### config.mk
export PLATFORM = sky130hd
export DESIGN_NAME = t_demux_1x12_loader
export DESIGN_NICKNAME = d
export VERILOG_FILES = /design/src/rtl/t_demux_1x12_loader_pkg.sv /design/src/rtl/t_demux_1x12_loader_slot.sv /design/src/rtl/t_demux_1x12_loader.sv
export SDC_FILE = /design/constraint.sdc
export NUM_CORES = 1
export LEC_CHECK = 0
export ABC_CLOCK_PERIOD_IN_PS = 2650
export CAP_MARGIN = 20
export CORE_MARGIN = 2
export CORE_UTILIZATION = 50
export DETAILED_ROUTE_END_ITERATION = 8
export GPL_ROUTABILITY_DRIVEN = 1
export PLACE_DENSITY = 0.83
export SYNTH_ARGS = -nofsm -noshare
export SYNTH_HDL_FRONTEND = slang
export SYNTH_HIERARCHICAL = 1
export SYNTH_SLANG_ARGS = --single-unit
export TNS_END_PERCENT = 10
### constraint.sdc
create_clock -name clk -period 2.65 [get_ports clk]
set_input_delay 0.53 -clock clk [delete_from_list [all_inputs] [get_ports clk]]
set_output_delay 0.53 -clock clk [all_outputs]
set_load 0.005 [all_outputs]
### src/rtl/t_demux_1x12_loader_pkg.sv
// Shared constants, FSM encoding and pointer helper for the 12-slot byte loader.
package t_demux_1x12_loader_pkg;

    localparam int unsigned DATA_W  = 8;
    localparam int unsigned N_SLOTS = 12;

    localparam logic [3:0] LAST_SLOT = 4'hb;

    typedef enum logic [1:0] {
        StIdle = 2'd0,
        StLoad = 2'd1,
        StDone = 2'd2
    } state_e;

    // Auto-increment pointer: 11 wraps back to 0.
    function automatic logic [3:0] next_ptr(input logic [3:0] p);
        return (p == LAST_SLOT) ? 4'd0 : p + 4'd1;
    endfunction

endpackage

### src/rtl/t_demux_1x12_loader_slot.sv
// One slot of the bank: a byte register with synchronous reset/clear and write-enable.
module t_slot_reg #(
    parameter int unsigned DATA_W = 8
) (
    input  logic              clk,
    input  logic              reset,
    input  logic              clear,
    input  logic              we_i,
    input  logic [DATA_W-1:0] wr_data_i,
    output logic [DATA_W-1:0] q_o
);

    logic [DATA_W-1:0] data_q, data_d;

    always_comb begin
        data_d = data_q;
        if (we_i) begin
            data_d = wr_data_i;
        end
    end

    always_ff @(posedge clk) begin
        if (reset || clear) begin
            data_q <= '0;
        end else begin
            data_q <= data_d;
        end
    end

    assign q_o = data_q;

endmodule

### src/rtl/t_demux_1x12_loader.sv
// Loads a 12 x byte slot bank from a valid/ready byte stream, in auto-increment or addressed mode.
module t_demux_1x12_loader #(
    parameter int unsigned DATA_W  = 8,
    parameter int unsigned N_SLOTS = 12
) (
    input  logic                      clk,
    input  logic                      reset,
    input  logic                      clear,
    input  logic                      wr_valid,
    output logic                      wr_ready,
    input  logic [DATA_W-1:0]         wr_data,
    input  logic                      addr_mode,
    input  logic [3:0]                wr_addr,
    output logic [N_SLOTS*DATA_W-1:0] slots,
    output logic [N_SLOTS-1:0]        slot_written,
    output logic [3:0]                ptr,
    output logic                      frame_done,
    output logic                      addr_err
);
    import t_demux_1x12_loader_pkg::*;

    state_e             state_q, state_d;
    logic [3:0]         ptr_q, ptr_d;
    logic [N_SLOTS-1:0] written_q, written_d;
    logic               frame_done_q, frame_done_d;
    logic               addr_err_q, addr_err_d;

    logic               accept;
    logic               tgt_ok;
    logic [3:0]         tgt;
    logic [N_SLOTS-1:0] slot_we;

    // A reset/clear cycle never accepts, so the concurrent write is silently dropped.
    assign wr_ready = (state_q != StDone) && !reset && !clear;
    assign accept   = wr_valid && wr_ready;
    assign tgt      = addr_mode ? wr_addr : ptr_q;
    assign tgt_ok   = (tgt <= LAST_SLOT);

    always_comb begin
        slot_we = '0;
        for (int k = 0; k < int'(N_SLOTS); k++) begin
            slot_we[k] = accept && tgt_ok && (tgt == 4'(k));
        end
    end

    always_comb begin
        state_d      = state_q;
        ptr_d        = ptr_q;
        written_d    = written_q | slot_we;
        frame_done_d = 1'b0;
        addr_err_d   = accept && !tgt_ok;
        unique case (state_q)
            StIdle, StLoad: begin
                if (accept && tgt_ok) begin
                    state_d = StLoad;
                    if (!addr_mode) begin
                        ptr_d = next_ptr(ptr_q);
                        if (ptr_q == LAST_SLOT) begin
                            state_d      = StDone;
                            frame_done_d = 1'b1;
                        end
                    end
                end
            end
            StDone:  state_d = StIdle;
            default: state_d = StIdle;
        endcase
    end

    always_ff @(posedge clk) begin
        if (reset || clear) begin
            state_q      <= StIdle;
            ptr_q        <= '0;
            written_q    <= '0;
            frame_done_q <= 1'b0;
            addr_err_q   <= 1'b0;
        end else begin
            state_q      <= state_d;
            ptr_q        <= ptr_d;
            written_q    <= written_d;
            frame_done_q <= frame_done_d;
            addr_err_q   <= addr_err_d;
        end
    end

    for (genvar k = 0; k < int'(N_SLOTS); k++) begin : g_slot
        t_slot_reg #(
            .DATA_W(DATA_W)
        ) u_slot (
            .clk      (clk),
            .reset    (reset),
            .clear    (clear),
            .we_i     (slot_we[k]),
            .wr_data_i(wr_data),
            .q_o      (slots[k*DATA_W +: DATA_W])
        );
    end

    assign slot_written = written_q;
    assign ptr          = ptr_q;
    assign frame_done   = frame_done_q && !reset && !clear;
    assign addr_err     = addr_err_q && !reset && !clear;

endmodule

# Yosys cells after proc, flatten, opt, wreduce, memory -nomap -nowiden
# Cells that the tools add are included.
# W data, S select, Z words.
[totals] reg_bits=116 in_bits=17
[op_classes] addsub=1 n_reduce_logical=31 n_mux=5 n_eq_ne=14 bitwise_logic=4 n_lt_le_gt_ge=1
[op_table] operator="$logic_and A1 B1 Y1" count=21
[op_table] operator="$eq A4 B4 Y1 const B" count=5
[op_table] operator="$eq A4 B3 Y1 const B" count=4
[op_table] operator="$or A12 B12 Y12" count=1
[op_table] operator="$eq A4 B2 Y1 const B" count=2
[op_table] operator="$mux W4" count=2
[op_table] operator="$add A4 B1 Y4 const B" count=1
[op_table] operator="$eq A4 B1 Y1 const B" count=1
[op_table] operator="$le A4 B4 Y1 const B" count=1
[op_table] operator="$logic_not A4 Y1" count=1
[op_table] operator="$mux W2" count=2
[op_table] operator="$reduce_or A2 Y1" count=2
[op_table] operator="$reduce_or A4 Y1" count=1
[op_table] operator="$logic_not A1 Y1" count=3
[op_table] operator="$not A1 Y1" count=3
[op_table] operator="$reduce_and A3 Y1" count=1
[op_table] operator="$eq A2 B1 Y1 const B" count=1
[op_table] operator="$logic_not A2 Y1" count=1
[op_table] operator="$ne A2 B2 Y1 const B" count=1
[op_table] operator="$logic_or A1 B1 Y1" count=1
[op_table] operator="$mux W1" count=1

# Logic depth before layout (Yosys ltp)
# Gate-level depths: netlist of run 1.
[depth] ltp_word=7 depth_mapped=8 mapped_depth_nobuf=5

# By module
# The synthesis of run 1 kept the hierarchy.
[modules_own_cells] module="t_slot_reg" instances=12 area_each_um2=295.3 cells_each=27 seq_area_each_um2=160.2
[modules_own_cells] module="t_demux_1x12_loader" instances=1 area_each_um2=1084.8 cells_each=120 seq_area_each_um2=400.4

# Worst setup path after synthesis of run 1
# OpenSTA, ideal clock, no wires.
[synth_timing] path_kind="input -> register" from="input addr_mode" to="register g_slot[1].u_slot.data_q[0]" t_required_ns=2.536 arrival_time_ns=1.775 n_path_buf=3 setup_slack_ns=0.761 stages=8 cell_sequence="buf_6 -> mux2i_4 -> nand4_4 -> buf_6 -> nor3_1 -> buf_4 -> mux2i_1 -> nor2_1"
[synth_between] elab_chain_cells=4 elab_cells_between_ends=5 classes_between="order compare (1); eq/ne (1); mux (1); reduce/logical (2)"
[synth_rtl] element="start: declaration" line_no="t_demux_1x12_loader.sv:12" text="input logic addr_mode,"
[synth_rtl] element="$mux W4 (*)" line_no="t_demux_1x12_loader.sv:36" text="assign tgt = addr_mode ? wr_addr : ptr_q;"
[synth_rtl] element="$le A4 B4 Y1" line_no="t_demux_1x12_loader.sv:37" text="assign tgt_ok = (tgt <= LAST_SLOT);"
[synth_rtl] element="$logic_and A1 B1 Y1" line_no="t_demux_1x12_loader.sv:42" text="slot_we[k] = accept && tgt_ok && (tgt == 4'(k));"
[synth_rtl] element="$logic_and A1 B1 Y1 (*)" line_no="t_demux_1x12_loader.sv:42"
[synth_rtl] element="via slot_we[1]" line_no="t_demux_1x12_loader.sv:31" text="logic [N_SLOTS-1:0] slot_we;"
[synth_rtl] element="end signal: assignment" line_no="t_demux_1x12_loader_slot.sv:26" text="data_q <= data_d;"
[synth_rtl] element="end: declaration" line_no="t_demux_1x12_loader_slot.sv:13" text="logic [DATA_W-1:0] data_q, data_d;"
# Mark *: on every way through the listed nets, which the timed path passes. The rest lies on a longest branch.
# A chain may end at the register's enable or synchronous reset.

# Worst setup path in the final report of run 1
[layout_timing] from="input reset" to="output addr_err"
[layout_between] elab_chain_cells=3
[layout_rtl] element="start: declaration" line_no="t_demux_1x12_loader.sv:7" text="input logic reset,"
[layout_rtl] element="$logic_not A1 Y1" line_no="t_demux_1x12_loader.sv:102" text="assign addr_err = addr_err_q && !reset && !clear;"
[layout_rtl] element="$logic_and A1 B1 Y1 (2 in a row)" line_no="t_demux_1x12_loader.sv:102"
[layout_rtl] element="end: declaration" line_no="t_demux_1x12_loader.sv:18" text="output logic addr_err"
# No other way between the ends.

==> results.md, run 1 <==
- PD cells: 657 nW/um^2
- Via density per instance: 5.28
- Switch Pwr: 0.000946 W
- Global Route Usage Sum: 0.256
- CP Class: input port to output pin
- H-tree depth: 4
- Skew-Pair Late Insertion Delay: 0.51 ns
- Area contributors post-synth: dfxtp_1, mux2i_1, nor2_1, buf_6, buf_4
- Period utilization: 0.939
- Cts hold-fix bufs: 0
- Pin count of the biggest net entering global routing: 25
- Worst-path clk slew: 0.06 ns
- Clk sinks: 116
- Die width: 100 um
- Crit. End Element: output pin
- Slew headroom: 0.491
- Register share of total power: 0.403
- Vias in the first global route: 3785
- Synth Register Bits: 116
- Clock skew: 0.00908 ns
- Logic pwr share: 0.040
- Max-slew violation count: 0
- Most common cell in the synthesized netlist: dfxtp_1
- I/O pins: 132
- Place WS: 0.0214 ns
- CP Launch Type: input port
- Fin crit period: 2.49 ns
- Final design utilization: 0.727
- Post-CTS Setup Bufs: 0
- CP most frequent cell: clkdlybuf4s50_1
- Cell Chain, Critical Path: clkdlybuf4s50_1 > nor2_2 > buf_12 > and2_1 > clkdlybuf4s50_1
- HP Class: flip-flop to flip-flop
- Max-cap violations: 0
- Unique cell type count in the Yosys netlist: 39
- Drc violations: 0
- DP Wirelength: 8.19 mm
- First-pass GRT wire length: 19.7 mm
- FMAX: 402 MHz
- Post-Syn Area: 4630 sq um
- Final setup vio count: 0
- Initial DRC Count: 103
- Initial core utilization: 0.508
- Worst path arrival time: 1.96 ns
- Synthesized Nets: 462
- Sequential-to-total area share from yosys stat: 0.502
- Slew @ Worst Pin: 0.761 ns
- Number of enable flip-flop cells after synthesis: 0
- Delay-heaviest family, CP: buffers and inverters
- Via count of the routed design: 3747
- Area of the core: 9110 sq um
- Switching Fraction: 0.217
- Synth Area per Inst: 10.4 sq um
- Total CTS buffers: 17
- Most instantiated cells after synthesis: dfxtp_1, nor2_1, mux2i_1
- Drt total wl: 12.6 mm
- Total negative slack: 0 ns
- TritonCTS clock tree: built
- Clock power share: 0.557
- Worst vdd ir: 0.000600 V
- Slowest cell on the critical path: clkdlybuf4s50_1
- Nets: 603
- Die Y: 100 um
- CP required: 2.12 ns
- Routed Antenna Nets: 0
- Root buffer cell: clkbuf_8
- Fillers: 656
- CTS Buffer Depth: 2
- RSZ-0062 raised after global routing: no
- Grt ovf: 0
- Num rows: 35
- Asr flop ratio synth: 0
- Post-synth top area cell: dfxtp_1
- Outcome: finished, final reports clean
- Slowest stage delay, CP: 0.49 ns
- Critical-path maximum fanout: 24
- Worst setup margin: 0.161 ns
- CP bufs+invs: 3
- Yosys warning total: 6
- Post-Syn Instances: 444
- Ys flop type: dfxtp_1
- Internal: 0.00341 W
- Leakage: 2.18 nW
- PostCTS Resize Cnt: 0
- Layout cell share with drive strength beyond 1: 0.110
- Placer Congestion: 0.801
- Iteration count of the initial detailed-routing pass: 5
- Final hold vios: 0
- Area grow syn2layout: 43.1%
- Avg WL per Cell: 17.7 um
- PortBufs: 131
- Area share of the largest cell type after synthesis: 0.502
- Antenna cells: 0
- Initial antenna violation count: 0
- Die area: 10000 sq um
==> worst min-delay path, delay by kind of cell, from the launching register on <==
family,cells,cell delay (ns)
AO/OA/AOI/OAI,1,0.06
flip-flops,1,0.32
AND/OR/NAND/NOR,1,0.05
==> metal layers <==
metal  wire, um  global-route usage  up-vias
met5          0                   0        -
met4        258               0.102        0
met3        734              0.0780       21
met2       6210               0.432      110
met1       5350               0.304     1814
li1           -                   -     1802
==> power groups by stage <==
stage                     Clock (W)  Combinational [W]  Sequential (W)
final                       0.00242           0.000175         0.00175
after global routing        0.00254           0.000187         0.00175
after CTS                   0.00246           0.000173         0.00175
after detailed placement          0           0.000171         0.00179
after global placement            0           0.000168         0.00179
after floorplan                   0          0.0000953         0.00179
==> state kept, by name, indices dropped and copies added, names as in the netlist <==
register           count
ptr                    4
g_slot.u_slot/q_o     96
addr_err_q             1
frame_done_q           1
slot_written          12
state_q                2
==> logic make-up after synthesis <==
logic type               count (synthesis)  synth area share
AO/OA/AOI/OAI                           29            0.0433
multiplexers                            99             0.219
adder cells (fa/ha/maj)                  1           0.00270
flip-flops                             116             0.502
AND/OR/NAND/NOR                        167             0.173
buffers and inverters                   32            0.0606
==> stage by stage <==
stage	area [sq um]	power (W)	hold slack, ns	cells
after global routing	6620	0.00447	0.487	709
after CTS	6620	0.00438	0.462	709
after detailed placement	5980	0.00196	0.442	677
after floorplan	4630	0.00188	0.446	444
after global placement	5980	0.00196	0.436	677
final	6620	0.00435	0.459	709
==> cells in the final DEF, fill, tap and decap left out, drive strengths merged <==
| master | count |
|---|---|
| mux2i | 98 |
| clkdlybuf4s50 | 131 |
| o2111ai | 1 |
| clkinv | 4 |
| nand2b | 1 |
| nor2 | 104 |
| nor3b | 5 |
| buf | 23 |
| nand3b | 3 |
| nand4bb | 1 |
| ha | 1 |
| or3 | 1 |
| dfxtp | 116 |
| and2 | 4 |
| nand3 | 3 |
| nor4b | 2 |
| and3b | 4 |
| a2111oi | 1 |
| nand4 | 1 |
| or2 | 13 |
| a31oi | 2 |
| nand2 | 13 |
| mux2 | 1 |
| o31ai | 8 |
| inv | 3 |
| clkbuf | 19 |
| bufinv | 4 |
| a21oi | 4 |
| nor4bb | 1 |
| or3b | 1 |
| and3 | 1 |
| o21ai | 13 |
| nor3 | 9 |
| clkinvlp | 2 |
==> worst paths after layout <==
kind,startpoint,to,slack [ns],depth (start not counted)
setup reg to reg,ptr[3],g_slot[9].u_slot/q_o[3],0.64,6
hold reg to reg,slot_written[9],slot_written[9],0.46,2
setup / recovery,reset,addr_err,0.16,5
hold / removal,slot_written[9],slot_written[9],0.46,2
==> area by class of cell <==
cell class                 count  area [sq um]  share of cell area
clock inverter                13           196              0.0297
multi-input combinational    296          2030               0.306
timing repair buffer         154          1500               0.226
tap                          111           139              0.0210
clock buffer                  19           442              0.0667
sequential                   116          2320               0.351
Note: power is estimated with default switching activity, not from simulation.
==> run 2, diff against run 1 <==
- SETUP_SLACK_MARGIN: not set -> 0.3
==> results.md, run 2 (synthesis results as in run 1) <==
- Initial antenna violation count: 0
- Worst setup margin: 0.402 ns
- First-pass GRT wire length: 20.0 mm
- TritonCTS clock tree: built
- Via count of the routed design: 3783
- HP Class: flip-flop to flip-flop
- I/O pins: 132
- Area occupied by multi-input gates: 2030 sq um
- Grt ovf: 0
- Clk sinks: 116
- Place WS: 0.0214 ns
- Pin count of the biggest net entering global routing: 17
- Nets: 605
- Root buffer cell: clkbuf_8
- FMAX: 445 MHz
- Iteration count of the initial detailed-routing pass: 4
- Fin crit period: 2.25 ns
- CP Launch Type: input port
- Crit. End Element: output pin
- Num rows: 35
- Initial DRC Count: 150
- Final setup vio count: 0
- Die area: 10000 sq um
- Antenna cells: 0
- Via density per instance: 5.32
- Final hold vios: 0
- Vias in the first global route: 3822
- Max-cap violations: 0
- Area grow syn2layout: 44.0%
- RSZ-0062 raised after global routing: no
- Fillers: 653
- Outcome: finished, final reports clean
- Slew headroom: 0.473
- CP Class: input port to output pin
- Die Y: 100 um
- H-tree depth: 4
- Critical-path maximum fanout: 12
- CP required: 2.12 ns
- Die width: 100 um
- Clock skew: 0.00776 ns
- Global Route Usage Sum: 0.260
- Total negative slack: 0 ns
- Period utilization: 0.848
- Leakage: 2.21 nW
- Reg2Reg Setup Slack: 0.62 ns
- Sequential cell area: 2320 sq um
- Overall Power: 0.00435 W
- Commonest non-fill, non-tap cell in the layout: clkdlybuf4s50_1
- Worst vdd ir: 0.000592 V
- DP Wirelength: 8.19 mm
- Total CTS buffers: 17
- Layout cell share with drive strength beyond 1: 0.115
- Worst-path clk slew: 0.06 ns
- Most frequent cells in the layout: clkdlybuf4s50_1, dfxtp_1, nor2_1
- PortBufs: 131
- Max-slew violation count: 0
- Routed Antenna Nets: 0
- Placer Congestion: 0.801
- Worst path arrival time: 1.72 ns
- CTS Buffer Depth: 2
- Cts hold-fix bufs: 0
- Avg WL per Cell: 18.0 um
- Area of the core: 9110 sq um
- Initial core utilization: 0.508
- Slew @ Worst Pin: 0.788 ns
- Drt total wl: 12.8 mm
- Drc violations: 0
- Max FFs per register: 96
- PD cells: 653 nW/um^2
- Skew-Pair Late Insertion Delay: 0.51 ns
-- run 2: what timing repair did --
item,in CTS,in global routing
pin swaps,1,0
hold endpoints to repair,0,0
gates resized for setup,3,1
gates cloned,1,0
endpoints found under the setup margin,3,1
buffers inserted,1,0
-- run 2: layout make-up --
cell class,instances,area share
Sequential cell,116,0.349
Multi-Input combinational cell,296,0.305
Timing Repair Buffer,156,0.230
Clock buffer,19,0.0663
Clock inverter,13,0.0295
Tap cell,111,0.0208
-- run 2: worst max-delay path: stages --
cell             delay, ns
dlygate4sd2_1         0.28
nor2_4                0.15
buf_12                0.14
and2_1                0.12
clkdlybuf4s50_1       0.49
-- run 2: per-layer routing --
metal | global-route usage | wire length [um]
met1 | 0.316 | 5550
met2 | 0.432 | 6270
met3 | 0.0745 | 713
met4 | 0.111 | 241
met5 | 0 | 0
-- run 2: power by group --
group          internal [W]  switching [W]
Combinational     0.0000719       0.000112
Clock               0.00159       0.000828
Sequential          0.00175     0.00000332
-- run 2: worst paths after layout --
check             startpoint  cells past startpoint                 endpoint
max                    clear                      5                 addr_err
min          slot_written[9]                      2          slot_written[9]
max reg2reg           ptr[3]                      6  g_slot[9].u_slot/q_o[3]
min reg2reg  slot_written[9]                      2          slot_written[9]
-- run 2: stage by stage --
step / instances / instance area [sq um] / hold WS (ns) / utilization
2_1_floorplan: 444 / 4630 / 0.446 / -
3_3_place_gp: 677 / 5980 / 0.436 / 0.657
6_report: 711 / 6670 / 0.456 / 0.732
3_5_place_dp: 677 / 5980 / 0.442 / 0.657
5_1_grt: 711 / 6670 / 0.487 / 0.732
4_1_cts: 711 / 6660 / 0.462 / 0.732
